<file path="config.mk">
export PLATFORM = sky130hd
export DESIGN_NAME = bop_multi_tracker
export DESIGN_NICKNAME = d
export VERILOG_FILES = /design/src/rtl/bop_multi_tracker.sv
export SDC_FILE = /design/constraint.sdc
export NUM_CORES = 2
export LEC_CHECK = 0
export CORE_ASPECT_RATIO = 0.8
export CORE_MARGIN = 3
export CORE_UTILIZATION = 50
export CTS_CLUSTER_SIZE = 28
export DETAILED_ROUTE_END_ITERATION = 16
export GPL_ROUTABILITY_DRIVEN = 0
export PLACE_DENSITY = 0.65
export SYNTH_ARGS = -nofsm -noshare
export SYNTH_HDL_FRONTEND = slang
export SYNTH_SLANG_ARGS = --single-unit
export TNS_END_PERCENT = 50
</file>
<file path="constraint.sdc">
create_clock -name clk_i -period 19.87 [get_ports clk_i]
set_input_delay 4.9675 -clock clk_i [delete_from_list [all_inputs] [get_ports clk_i]]
set_output_delay 4.9675 -clock clk_i [all_outputs]
set_load 0.05 [all_outputs]
</file>
<file path="src/rtl/bop_multi_tracker.sv">
// Multi-stream consecutive-access run tracker with a circular overflow-region table.
// Define BOP_REGION_MERGE_EN to coalesce a region that starts where the last one ended.
module bop_multi_tracker #(
    parameter int ADDR_W        = 32,
    parameter int NUM_TRACKERS  = 2,
    parameter int REGION_DEPTH  = 8,
    parameter int TIMEOUT       = 10,
    parameter int MIN_RUN_BYTES = 4,
    parameter int EXCL_REG0     = 2,
    parameter int EXCL_REG1     = 8
) (
    input  logic                              clk_i,
    input  logic                              rst_ni,
    input  logic                              en_i,
    input  logic                              instr_valid_i,
    input  logic [ADDR_W-1:0]                 pc_i,
    input  logic                              is_load_i,
    input  logic                              is_store_i,
    input  logic                              is_jalr_i,
    input  logic [1:0]                        size_i,
    input  logic [ADDR_W-1:0]                 base_i,
    input  logic [ADDR_W-1:0]                 imm_i,
    input  logic [4:0]                        rs1_i,
    input  logic [4:0]                        rd_i,
    input  logic                              clear_i,
    output logic                              region_wr_o,
    output logic                              load_hit_o,
    output logic                              chain_alarm_o,
    output logic                              leak_alarm_o,
    output logic [$clog2(REGION_DEPTH+1)-1:0] region_count_o
);

    localparam int CNT_W = $clog2(REGION_DEPTH + 1);
    localparam int PTR_W = (REGION_DEPTH > 1) ? $clog2(REGION_DEPTH) : 1;
    localparam int TRK_W = (NUM_TRACKERS > 1) ? $clog2(NUM_TRACKERS) : 1;
    localparam logic [3:0]  TMO      = 4'(TIMEOUT);
    localparam logic [31:0] MIN_RUN  = 32'(MIN_RUN_BYTES);
    localparam logic [4:0]  EXCL0    = 5'(EXCL_REG0);
    localparam logic [4:0]  EXCL1    = 5'(EXCL_REG1);

    function automatic logic [31:0] sat_add(input logic [31:0] a, input logic [2:0] b);
        logic [32:0] s;
        s = {1'b0, a} + 33'(b);
        return s[32] ? '1 : s[31:0];
    endfunction

    function automatic logic [CNT_W-1:0] sat_inc(input logic [CNT_W-1:0] c);
        return (c == CNT_W'(REGION_DEPTH)) ? c : c + CNT_W'(1);
    endfunction

    // Tracker state
    logic [NUM_TRACKERS-1:0] trk_act_q, trk_ld_q;
    logic [ADDR_W-1:0]       trk_start_q [NUM_TRACKERS];
    logic [ADDR_W-1:0]       trk_nxt_q   [NUM_TRACKERS];
    logic [31:0]             trk_count_q [NUM_TRACKERS];
    logic [3:0]              trk_date_q  [NUM_TRACKERS];

    // Region table state
    logic [REGION_DEPTH-1:0] rgn_vld_q;
    logic [ADDR_W-1:0]       rgn_start_q [REGION_DEPTH];
    logic [ADDR_W-1:0]       rgn_end_q   [REGION_DEPTH];
    logic [PTR_W-1:0]        wr_ptr_q;
    logic [CNT_W-1:0]        rgn_cnt_q;

    logic [ADDR_W-1:0] last_pc_q;
    logic [4:0]        last_hit_rd_q;
    logic              last_hit_vld_q;

    // Combinational decode
    logic                    ni, trk_op, op_ld, ext, alloc, evict;
    logic [ADDR_W-1:0]       addr;
    logic [2:0]              op_bytes;
    logic                    match_hit, free_hit, exp_hit;
    logic [TRK_W-1:0]        match_idx, free_idx, evict_idx, exp_idx, sel_idx;
    logic [3:0]              min_date;
    logic                    wr_en, merge_en;
    logic [ADDR_W-1:0]       wr_start, wr_end;
    logic [PTR_W-1:0]        last_ptr;
    logic                    rgn_hit, rgn_start_hit;
    logic [NUM_TRACKERS-1:0] close_mask, alloc_mask, trk_act_d, trk_ld_d;

    always_comb begin
        ni     = instr_valid_i & en_i & (pc_i != last_pc_q);
        addr   = base_i + imm_i;
        op_ld  = is_load_i;
        trk_op = ni & (is_load_i | is_store_i) & (rs1_i != EXCL0) & (rs1_i != EXCL1);
        case (size_i)
            2'd0:    op_bytes = 3'd1;
            2'd1:    op_bytes = 3'd2;
            default: op_bytes = 3'd4;
        endcase

        // Lowest index wins: scan high to low so the last write is the lowest.
        match_hit = 1'b0;
        match_idx = '0;
        free_hit  = 1'b0;
        free_idx  = '0;
        exp_hit   = 1'b0;
        exp_idx   = '0;
        for (int i = NUM_TRACKERS - 1; i >= 0; i--) begin
            if (trk_act_q[i] && (trk_ld_q[i] == op_ld) && (trk_nxt_q[i] == addr)
                && (trk_date_q[i] != 4'd0)) begin
                match_hit = 1'b1;
                match_idx = TRK_W'(i);
            end
            if (!trk_act_q[i]) begin
                free_hit = 1'b1;
                free_idx = TRK_W'(i);
            end
            if (trk_act_q[i] && !trk_ld_q[i] && (trk_date_q[i] == 4'd0)) begin
                exp_hit = 1'b1;
                exp_idx = TRK_W'(i);
            end
        end

        evict_idx = '0;
        min_date  = trk_date_q[0];
        for (int i = 1; i < NUM_TRACKERS; i++) begin
            if (trk_date_q[i] < min_date) begin
                min_date  = trk_date_q[i];
                evict_idx = TRK_W'(i);
            end
        end

        ext     = trk_op & match_hit;
        alloc   = trk_op & ~match_hit;
        evict   = alloc & ~free_hit;
        sel_idx = free_hit ? free_idx : evict_idx;

        // Eviction owns the single table write port; expiry closes only otherwise.
        wr_en    = 1'b0;
        wr_start = trk_start_q[exp_idx];
        wr_end   = trk_nxt_q[exp_idx];
        if (evict) begin
            wr_en    = !trk_ld_q[evict_idx] && (trk_count_q[evict_idx] >= MIN_RUN);
            wr_start = trk_start_q[evict_idx];
            wr_end   = trk_nxt_q[evict_idx];
        end else if (exp_hit) begin
            wr_en = trk_count_q[exp_idx] >= MIN_RUN;
        end

        close_mask = '0;
        alloc_mask = '0;
        for (int i = 0; i < NUM_TRACKERS; i++) begin
            if (trk_act_q[i] && trk_ld_q[i] && ((trk_date_q[i] == 4'd0) || (ni && is_jalr_i)))
                close_mask[i] = 1'b1;
            if (!evict && exp_hit && (exp_idx == TRK_W'(i)))
                close_mask[i] = 1'b1;
            if (alloc && (sel_idx == TRK_W'(i)))
                alloc_mask[i] = 1'b1;
        end
        trk_act_d = (trk_act_q & ~close_mask) | alloc_mask;
        trk_ld_d  = (trk_ld_q & ~alloc_mask) | (alloc_mask & {NUM_TRACKERS{op_ld}});

        rgn_hit       = 1'b0;
        rgn_start_hit = 1'b0;
        for (int r = 0; r < REGION_DEPTH; r++) begin
            if (rgn_vld_q[r] && (rgn_start_q[r] <= addr) && (addr < rgn_end_q[r]))
                rgn_hit = 1'b1;
            if (rgn_vld_q[r] && (rgn_start_q[r] == addr))
                rgn_start_hit = 1'b1;
        end

        last_ptr = (wr_ptr_q == '0) ? PTR_W'(REGION_DEPTH - 1) : wr_ptr_q - PTR_W'(1);
`ifdef BOP_REGION_MERGE_EN
        merge_en = wr_en && (rgn_cnt_q != '0) && (wr_start == rgn_end_q[last_ptr]);
`else
        merge_en = 1'b0;
`endif
    end

    // Control state: reset and flush apply here
    always_ff @(posedge clk_i) begin
        if (!rst_ni) begin
            trk_act_q      <= '0;
            trk_ld_q       <= '0;
            rgn_vld_q      <= '0;
            wr_ptr_q       <= '0;
            rgn_cnt_q      <= '0;
            last_pc_q      <= '1;
            last_hit_vld_q <= 1'b0;
            region_wr_o    <= 1'b0;
            load_hit_o     <= 1'b0;
            chain_alarm_o  <= 1'b0;
            leak_alarm_o   <= 1'b0;
        end else begin
            if (ni)
                last_pc_q <= pc_i;
            if (clear_i) begin
                trk_act_q      <= '0;
                trk_ld_q       <= '0;
                rgn_vld_q      <= '0;
                wr_ptr_q       <= '0;
                rgn_cnt_q      <= '0;
                last_hit_vld_q <= 1'b0;
                region_wr_o    <= 1'b0;
                load_hit_o     <= 1'b0;
                chain_alarm_o  <= 1'b0;
                leak_alarm_o   <= 1'b0;
            end else begin
                trk_act_q   <= trk_act_d;
                trk_ld_q    <= trk_ld_d;
                region_wr_o <= wr_en;
                if (wr_en && !merge_en) begin
                    rgn_vld_q[wr_ptr_q] <= 1'b1;
                    wr_ptr_q  <= (wr_ptr_q == PTR_W'(REGION_DEPTH - 1)) ? '0 : wr_ptr_q + PTR_W'(1);
                    rgn_cnt_q <= sat_inc(rgn_cnt_q);
                end
                if (ni && is_load_i) begin
                    load_hit_o     <= rgn_hit;
                    last_hit_vld_q <= rgn_hit;
                    if (rgn_hit && last_hit_vld_q && (rs1_i == last_hit_rd_q))
                        chain_alarm_o <= 1'b1;
                end
                if (ext && op_ld && rgn_start_hit)
                    leak_alarm_o <= 1'b1;
            end
        end
    end

    // Datapath state: contents are qualified by the valid/active bits above
    always_ff @(posedge clk_i) begin
        for (int i = 0; i < NUM_TRACKERS; i++) begin
            if (alloc_mask[i]) begin
                trk_start_q[i] <= addr;
                trk_nxt_q[i]   <= addr + ADDR_W'(op_bytes);
                trk_count_q[i] <= 32'(op_bytes);
                trk_date_q[i]  <= TMO;
            end else if (ext && (match_idx == TRK_W'(i))) begin
                trk_nxt_q[i]   <= trk_nxt_q[i] + ADDR_W'(op_bytes);
                trk_count_q[i] <= sat_add(trk_count_q[i], op_bytes);
                trk_date_q[i]  <= TMO;
            end else if (ni && trk_act_q[i] && (trk_date_q[i] != 4'd0)) begin
                trk_date_q[i]  <= trk_date_q[i] - 4'd1;
            end
        end
        if (wr_en) begin
            if (merge_en) begin
                rgn_end_q[last_ptr] <= wr_end;
            end else begin
                rgn_start_q[wr_ptr_q] <= wr_start;
                rgn_end_q[wr_ptr_q]   <= wr_end;
            end
        end
        if (ni && is_load_i)
            last_hit_rd_q <= rd_i;
    end

    assign region_count_o = rgn_cnt_q;

endmodule

</file>
## Word-level counts from Yosys, hierarchy flattened

Memory sizes are Yosys's and may differ from the RTL's.
Cells that the tools add are included.

- Input port bits: 116
- RAM bits: 712
- Flip-flop bits (word level): 60
- Memories kept: 6

- Reduce and logical (&&, ||, !) cells: 74
- $lt $le $gt $ge: 22
- Add/sub/neg operators: 10
- Eq/ne operators: 19
- Bitwise operators: 32
- Mux-type cells: 82

Memories:

| name | words | bits a word | rd ports | clocked after Yosys merged registers in | write ports | line | source |
|---|---|---|---|---|---|---|---|
| rgn_end_q | 8 | 32 | 8 | 0 | 1 | 61 | `logic [ADDR_W-1:0] rgn_end_q [REGION_DEPTH];` |
| rgn_start_q | 8 | 32 | 8 | 0 | 1 | 60 | `logic [ADDR_W-1:0] rgn_start_q [REGION_DEPTH];` |
| trk_count_q | 2 | 32 | 4 | 0 | 1 | 55 | `logic [31:0] trk_count_q [NUM_TRACKERS];` |
| trk_nxt_q | 2 | 32 | 4 | 0 | 1 | 54 | `logic [ADDR_W-1:0] trk_nxt_q [NUM_TRACKERS];` |
| trk_start_q | 2 | 32 | 2 | 0 | 1 | 53 | `logic [ADDR_W-1:0] trk_start_q [NUM_TRACKERS];` |
| trk_date_q | 2 | 4 | 2 | 0 | 2 | 56 | `logic [3:0] trk_date_q [NUM_TRACKERS];` |

Operator list:

| operator | number |
|---|---|
| 32-bit 2-to-1 mux | 11 |
| 32-bit == test | 10 |
| 32-bit <= comparator | 8 |
| 32-bit less-than comparator | 8 |
| 32-bit by 3-bit adder with 32-bit output | 3 |
| 32-bit OR reduction | 3 |
| 32-bit by 3-bit adder with 33-bit output | 2 |
| 32-bit by 3-bit >= comparator with 1-bit output (second input constant) | 2 |
| 1-bit 2-to-1 mux | 64 |
| 1-bit logical AND | 57 |
| 32-bit adder | 1 |
| 32-bit != test | 1 |
| 4-bit 2-to-1 mux | 4 |
| 1-bit bitwise OR | 9 |
| 1-bit AND | 8 |
| 4-bit zero test | 2 |
| 8-bit bitwise OR | 1 |
| 4-bit nonzero test | 2 |
| 4-bit by 1-bit subtractor with 4-bit output (second input constant) | 2 |
| 1-bit NOT | 7 |
| 2-bit AND | 3 |
| 3-bit one-hot mux with 2 select lines | 1 |
| 5-bit == test | 1 |
| 5-bit by 2-bit != test with 1-bit output (second input constant) | 1 |
| other kinds (20) | 28 |

## Logic depth before layout (Yosys ltp)

- Depth in word-level cells: 16
- Mapped depth: 24
- Mapped depth without buffers: 23

## Worst setup path after synthesis

Ideal clock, no wire load.

- Path type: input -> register
- Start point: in base_i[0]
- End point: mem rgn_end_q[0][0], enable pin
- Buffers on the path: 2
- Data arrival time: 14.940 ns
- Library setup time: 0.644 ns
- Setup slack: 4.287 ns
- Stages on the path: 18
- Cell sequence: ha_1 > inv_1 > fa_1 > and2b_1 > o2111ai_2 > a211oi_1 > o31a_1 > buf_2 > xor2_1 > inv_1 > xnor2_1 > nor2_1 > nand4_1 > nor4_4 > nor4_1 > or2_1 > buf_2 > nor4_1

- Longest elaborated chain between the ends: 12

Ends and longest elaborated chain:

| item | line | source |
|---|---|---|
| start, declared | 21 | `input logic [ADDR_W-1:0] base_i,` |
| 32-bit adder (*) | 84 | `addr = base_i + imm_i;` |
| via addr[22] | 71 | `logic [ADDR_W-1:0] addr;` |
| 32-bit == test | 101 | `if (trk_act_q[i] && (trk_ld_q[i] == op_ld) && (trk_nxt_q[i] == addr)` |
| 1-bit logical AND | 101 |  |
| 1-bit logical AND | 102 | `&& (trk_date_q[i] != 4'd0)) begin` |
| 1-bit 2-to-1 mux | 101 |  |
| 1-bit 2-to-1 mux (*) | 101 |  |
| 1-bit NOT (*) | 126 | `alloc = trk_op & ~match_hit;` |
| 1-bit AND (*) | 126 |  |
| 1-bit AND (*) | 127 | `evict = alloc & ~free_hit;` |
| 1-bit 2-to-1 mux (*) | 134 | `if (evict) begin` |
| 1-bit 2-to-1 mux (*) | 237 | `if (wr_en) begin` |
| 1-bit 2-to-1 mux (implied by the code) (*) | 242 | `rgn_end_q[wr_ptr_q] <= wr_end;` |
| end, declared | 61 |  |

Mark *: on every way through the listed nets, which the timed path passes. The rest lies on a longest branch.

## Worst setup path after layout

- Start point: in base_i[0]
- End point: mem rgn_end_q[2][1], data pin

- Longest elaborated chain between the ends: 10

Ends and longest elaborated chain:

| item | line | source |
|---|---|---|
| 32-bit adder (*) | 84 |  |
| via addr[22] | 71 |  |
| 32-bit == test | 101 |  |
| 1-bit logical AND | 101 |  |
| 1-bit logical AND | 102 |  |
| 1-bit 2-to-1 mux | 101 |  |
| 1-bit 2-to-1 mux (*) | 101 |  |
| 1-bit NOT (*) | 126 |  |
| 1-bit AND (*) | 126 |  |
| 1-bit AND (*) | 127 |  |
| 32-bit 2-to-1 mux (*) | 134 |  |
| via wr_end[1] | 77 | `logic [ADDR_W-1:0] wr_start, wr_end;` |

Marked as above.

==> impl_results.md <==
* First-pass GRT wire length at ~190 mm
* Routed len/inst at ~24 um
* Leak pwr at between 20 and 25 nW
* Status: complete, no violations
* Worst path bufs/invs at 6
* Minimum clock period at approximately 11000 ps
* Setup bufs post-CTS at 0
* HPWL Detailed at 92.47 mm
* Clock sinks at between 700 and 800
* Die H at between 200 and 300 um
* Post-CTS resize count at 0
* Cell family with most CP delay: buffers and inverters
* Reported net switching power at between 1 and 1.5 mW
* Layout fillers at 7469
* DIE WIDTH at between 300 and 400 um
* Multi-input logic area at ~0.021 mm^2
* Hold buffer count at cts at 0
* Cell mode on critical path: buf_4
* Layout area overhead at 11.70%
* Largest net degree at the start of global routing at slightly below 70
* RR Startpoint: trk_date_q[1][0]
* Die area at around 0.095 mm^2
* Post-Syn Area per Cell at 11.64 um^2
* Clk buf depth at 3
* Sequential standard cell area at 0.02263 mm^2
* Cells after Synth at between 3k and 4k
* Pint at around 3.0 mW
* Synth cell types at approximately 100
* Reg2reg end: rgn_end_q[2][1]
* Synthesis Warnings at 0
* Number of max-cap violations at 0
* Gate power share at roughly 23%
* CP Capture Type: register
* Hold WC Path Type: reg2reg
* Synthesized netlist net count at roughly 4.6k
* Root buffer cell: clkbuf_16
* Hold Path Sink: leak_alarm_o
* Post-synth EDFFs at ~700
* Final instance area at 0.05098 mm^2
* Worst r2r path cells at 15
* All-layer global routing usage at 26.42%
* CP Launch Type: input port
* Final worst clock skew at between 20 and 30 ps
* Net Sw Frac at slightly below 30%
* Initial antenna violation count at 2
* Finish-stage setup viols at 0
* Non-Filler Instances at 5352
* Async set or reset register ratio after synthesis at 0%
* Dpl cells at around 5.2k
* Via density at approximately 6
* Sum of negative setup slack at 0 ps
* Post-Route WL at about 130 mm
* Worst-path maximum fanout at 33
* WP data required at about 20000 ps
* Initial Utilization at about half
* Crit-path max cell delay at ~700 ps
* Slew Viols, Final at 0
* Final worst-path cycle share at 56.99%
* Remaining Overflow, GRT at 0
* Fmax at about 90 MHz
* Port Buffers at 123
* DRT iter0 DRCs at approximately 3.3k
* Seq pwr share at a little over two fifths
* ANT nets after route at 0
* Row count at 98
* Ys flop type: edfxtp_1
* CTS clk-pin slew, worst paths at 60 ps
* Hold Crit Depth at 2
* Post-layout net count at 4737
* Drt first pass iters at 6
* Unrepaired setup endpoints after global routing: no
* Final hold violation count at 0
* Pwr per Cell Area at ~85 mW/mm^2
* CTS buffer count at just over 80
* Clock Latency Late Sink at around 640 ps
* Hold_sp: leak_alarm_o
* Ports at around 120
* Actual slew at the worst max-slew pin at approximately 1400 ps
* Cell area after synthesis at about 0.046 mm^2
* Sequential share of the synthesized area at about half
* Peak supply drop at about 0.000063 V
* R2R Setup Slk at between 10000 and 15000 ps
* Relative slew slack at 7.855%
* Max stage delay cell, worst path: buf_4
* Critical Path AT at 11650 ps
* Vias in the first global route at roughly 31k
* H-tree levels at 3
* Crit Path Category: in2reg
* TritonCTS clock tree: yes
* Synthesis-stage register bit count at 772
* Cell-by-cell trace of the critical path: clkdlybuf4s50_1, ha_1, inv_1, fa_1, and2b_1, o2111ai_2, a211oi_1, o31a_1, xor2_1, buf_4, inv_1, xnor2_1, nor2_1, nand4_1, nor4_4, nor3_2, a21oi_4, buf_4, buf_4, mux2i_1
* Routed via count at 32.02k
* Clk pwr share at between 30% and 40%
* Layout cell share with drive strength beyond 1 at around 7.4%
* Core area at roughly 0.09 mm^2
* Dpl cell area at about 0.048 mm^2
* DRC at 0
[stage by stage]
| stage | power [mW] | util, % | hold WS (ps) | worst slack, ps |
|---|---|---|---|---|
| global route | 4.505 | 56.72 | 497.0 | 8171 |
| CTS | 4.321 | 56.72 | 462.0 | 8647 |
| finish | 4.313 | 56.73 | 457.1 | 8547 |
| floorplan | 2.476 | - | 436.0 | 4287 |
| global placement | 2.801 | 53.83 | 445.4 | 8171 |
| detailed placement | 2.820 | 53.83 | 449.9 | 7981 |
[routing by layer]
metal | up-vias | share of wire [%] | track usage [%]
li1 | 14930 | - | -
met2 | 1320 | 43 | 38.95
met4 | 0 | 2.3 | 6.243
met5 | - | 0 | 0
met1 | 15590 | 46 | 40.61
met3 | 178 | 8.8 | 4.321
[power groups by stage]
stage / Clock, mW / Sequential [mW] / Combinational, mW
global placement: 0 / 1.86 / 0.937
CTS: 1.53 / 1.83 / 0.964
detailed placement: 0 / 1.86 / 0.956
finish: 1.51 / 1.83 / 0.976
floorplan: 0 / 1.86 / 0.620
global route: 1.60 / 1.83 / 1.08
[cell families (layout without fill, tap and decap cells)]
kind of cell,Yosys count,in the layout,synth area share (%)
flops,772,772,49.58
mux,107,107,2.996
other cells,0,3,0
buf+inv,444,673,3.978
simple gates,972,972,10.95
compound gates,788,788,11.24
fa+ha+maj,551,551,15.14
xor+xnor,286,286,6.110
[registers in the layout, indices dropped and copies added (netlist names), named ones only]
signal and count:
last_hit_vld_q 1, chain_alarm_o 1, rgn_start_q 256, last_pc_q 32, rgn_end_q 256, trk_start_q 64, region_wr_o 1, rgn_vld_q 8
region_count_o 4, trk_act_q 2, trk_date_q 8, leak_alarm_o 1, trk_count_q 64, last_hit_rd_q 5, trk_nxt_q 64, wr_ptr_q 3
[cells in the mapped netlist (44+ instances only)]
| cell | count | area share (%) |
|---|---|---|
| edfxtp_1 | 717 | 47 |
| ha_1 | 533 | 15 |
| inv_1 | 341 | 2.8 |
| a21oi_1 | 261 | 2.9 |
| nand2_1 | 227 | 1.9 |
| nor2_1 | 189 | 1.6 |
| xnor2_1 | 173 | 3.3 |
| a21o_1 | 159 | 2.6 |
| nand4_1 | 145 | 2.0 |
| o21ai_0 | 142 | 1.6 |
| nand3_1 | 94 | 1.0 |
| xor2_1 | 91 | 1.7 |
| clkbuf_1 | 65 | 0.53 |
| nor3_1 | 61 | 0.67 |
| mux2_4 | 58 | 1.9 |
| dfxtp_1 | 55 | 2.4 |
| nor2b_1 | 51 | 0.70 |
| mux2i_1 | 44 | 0.96 |
[worst max-delay path by stage]
stage	slack, ps	depth (start not counted)	from	to
2_1_floorplan	4290	18	base_i[0]	rgn_end_q[0][0]
3_3_place_gp	8170	18	base_i[0]	rgn_end_q[3][1]
3_5_place_dp	7980	18	base_i[0]	rgn_end_q[3][1]
4_1_cts	8650	18	base_i[0]	rgn_end_q[4][1]
5_1_grt	8170	20	base_i[0]	rgn_end_q[2][1]
6_report	8550	20	base_i[0]	rgn_end_q[2][1]
[placed cells by master (no fill, tap or decap), types with 55 or more instances in the layout]
master           netlist  routed
clkbuf_16              0      84
o21ai_0              142     142
edfxtp_1             717     717
nand4_1              145     145
nor2_1               189     188
xor2_1                91      91
mux2_4                58      58
nand3_1               94      94
nand2_1              227     226
dfxtp_1               55      55
a21o_1               159     159
a21oi_1              261     260
buf_4                  4      55
xnor2_1              173     170
inv_1                341     340
clkdlybuf4s50_1        0     123
ha_1                 533     533
[area by class of cell]
cell class | count | area share [%]
diodes | 3 | 0.01472
multi-input cells | 2704 | 41.80
inverters | 345 | 2.540
well taps | 1200 | 2.945
clock buffers | 105 | 4.317
flip-flops and latches | 772 | 44.39
repair buffers | 178 | 3.225
clock inverters | 45 | 0.7657
[worst reg2reg max path: stages, from the launching register on]
cell and delay, ps:
edfxtp_1 390, inv_1 90, ha_1 200, nor3b_1 170
nor2b_1 490, nand3_1 200, a211o_1 300, nand4b_1 160
nor4_1 610, nand4b_1 370, nor4_4 560, nor3_2 130
a21oi_4 160, buf_4 530, buf_4 740, mux2i_1 710
Power figures use the tool's default switching activity.
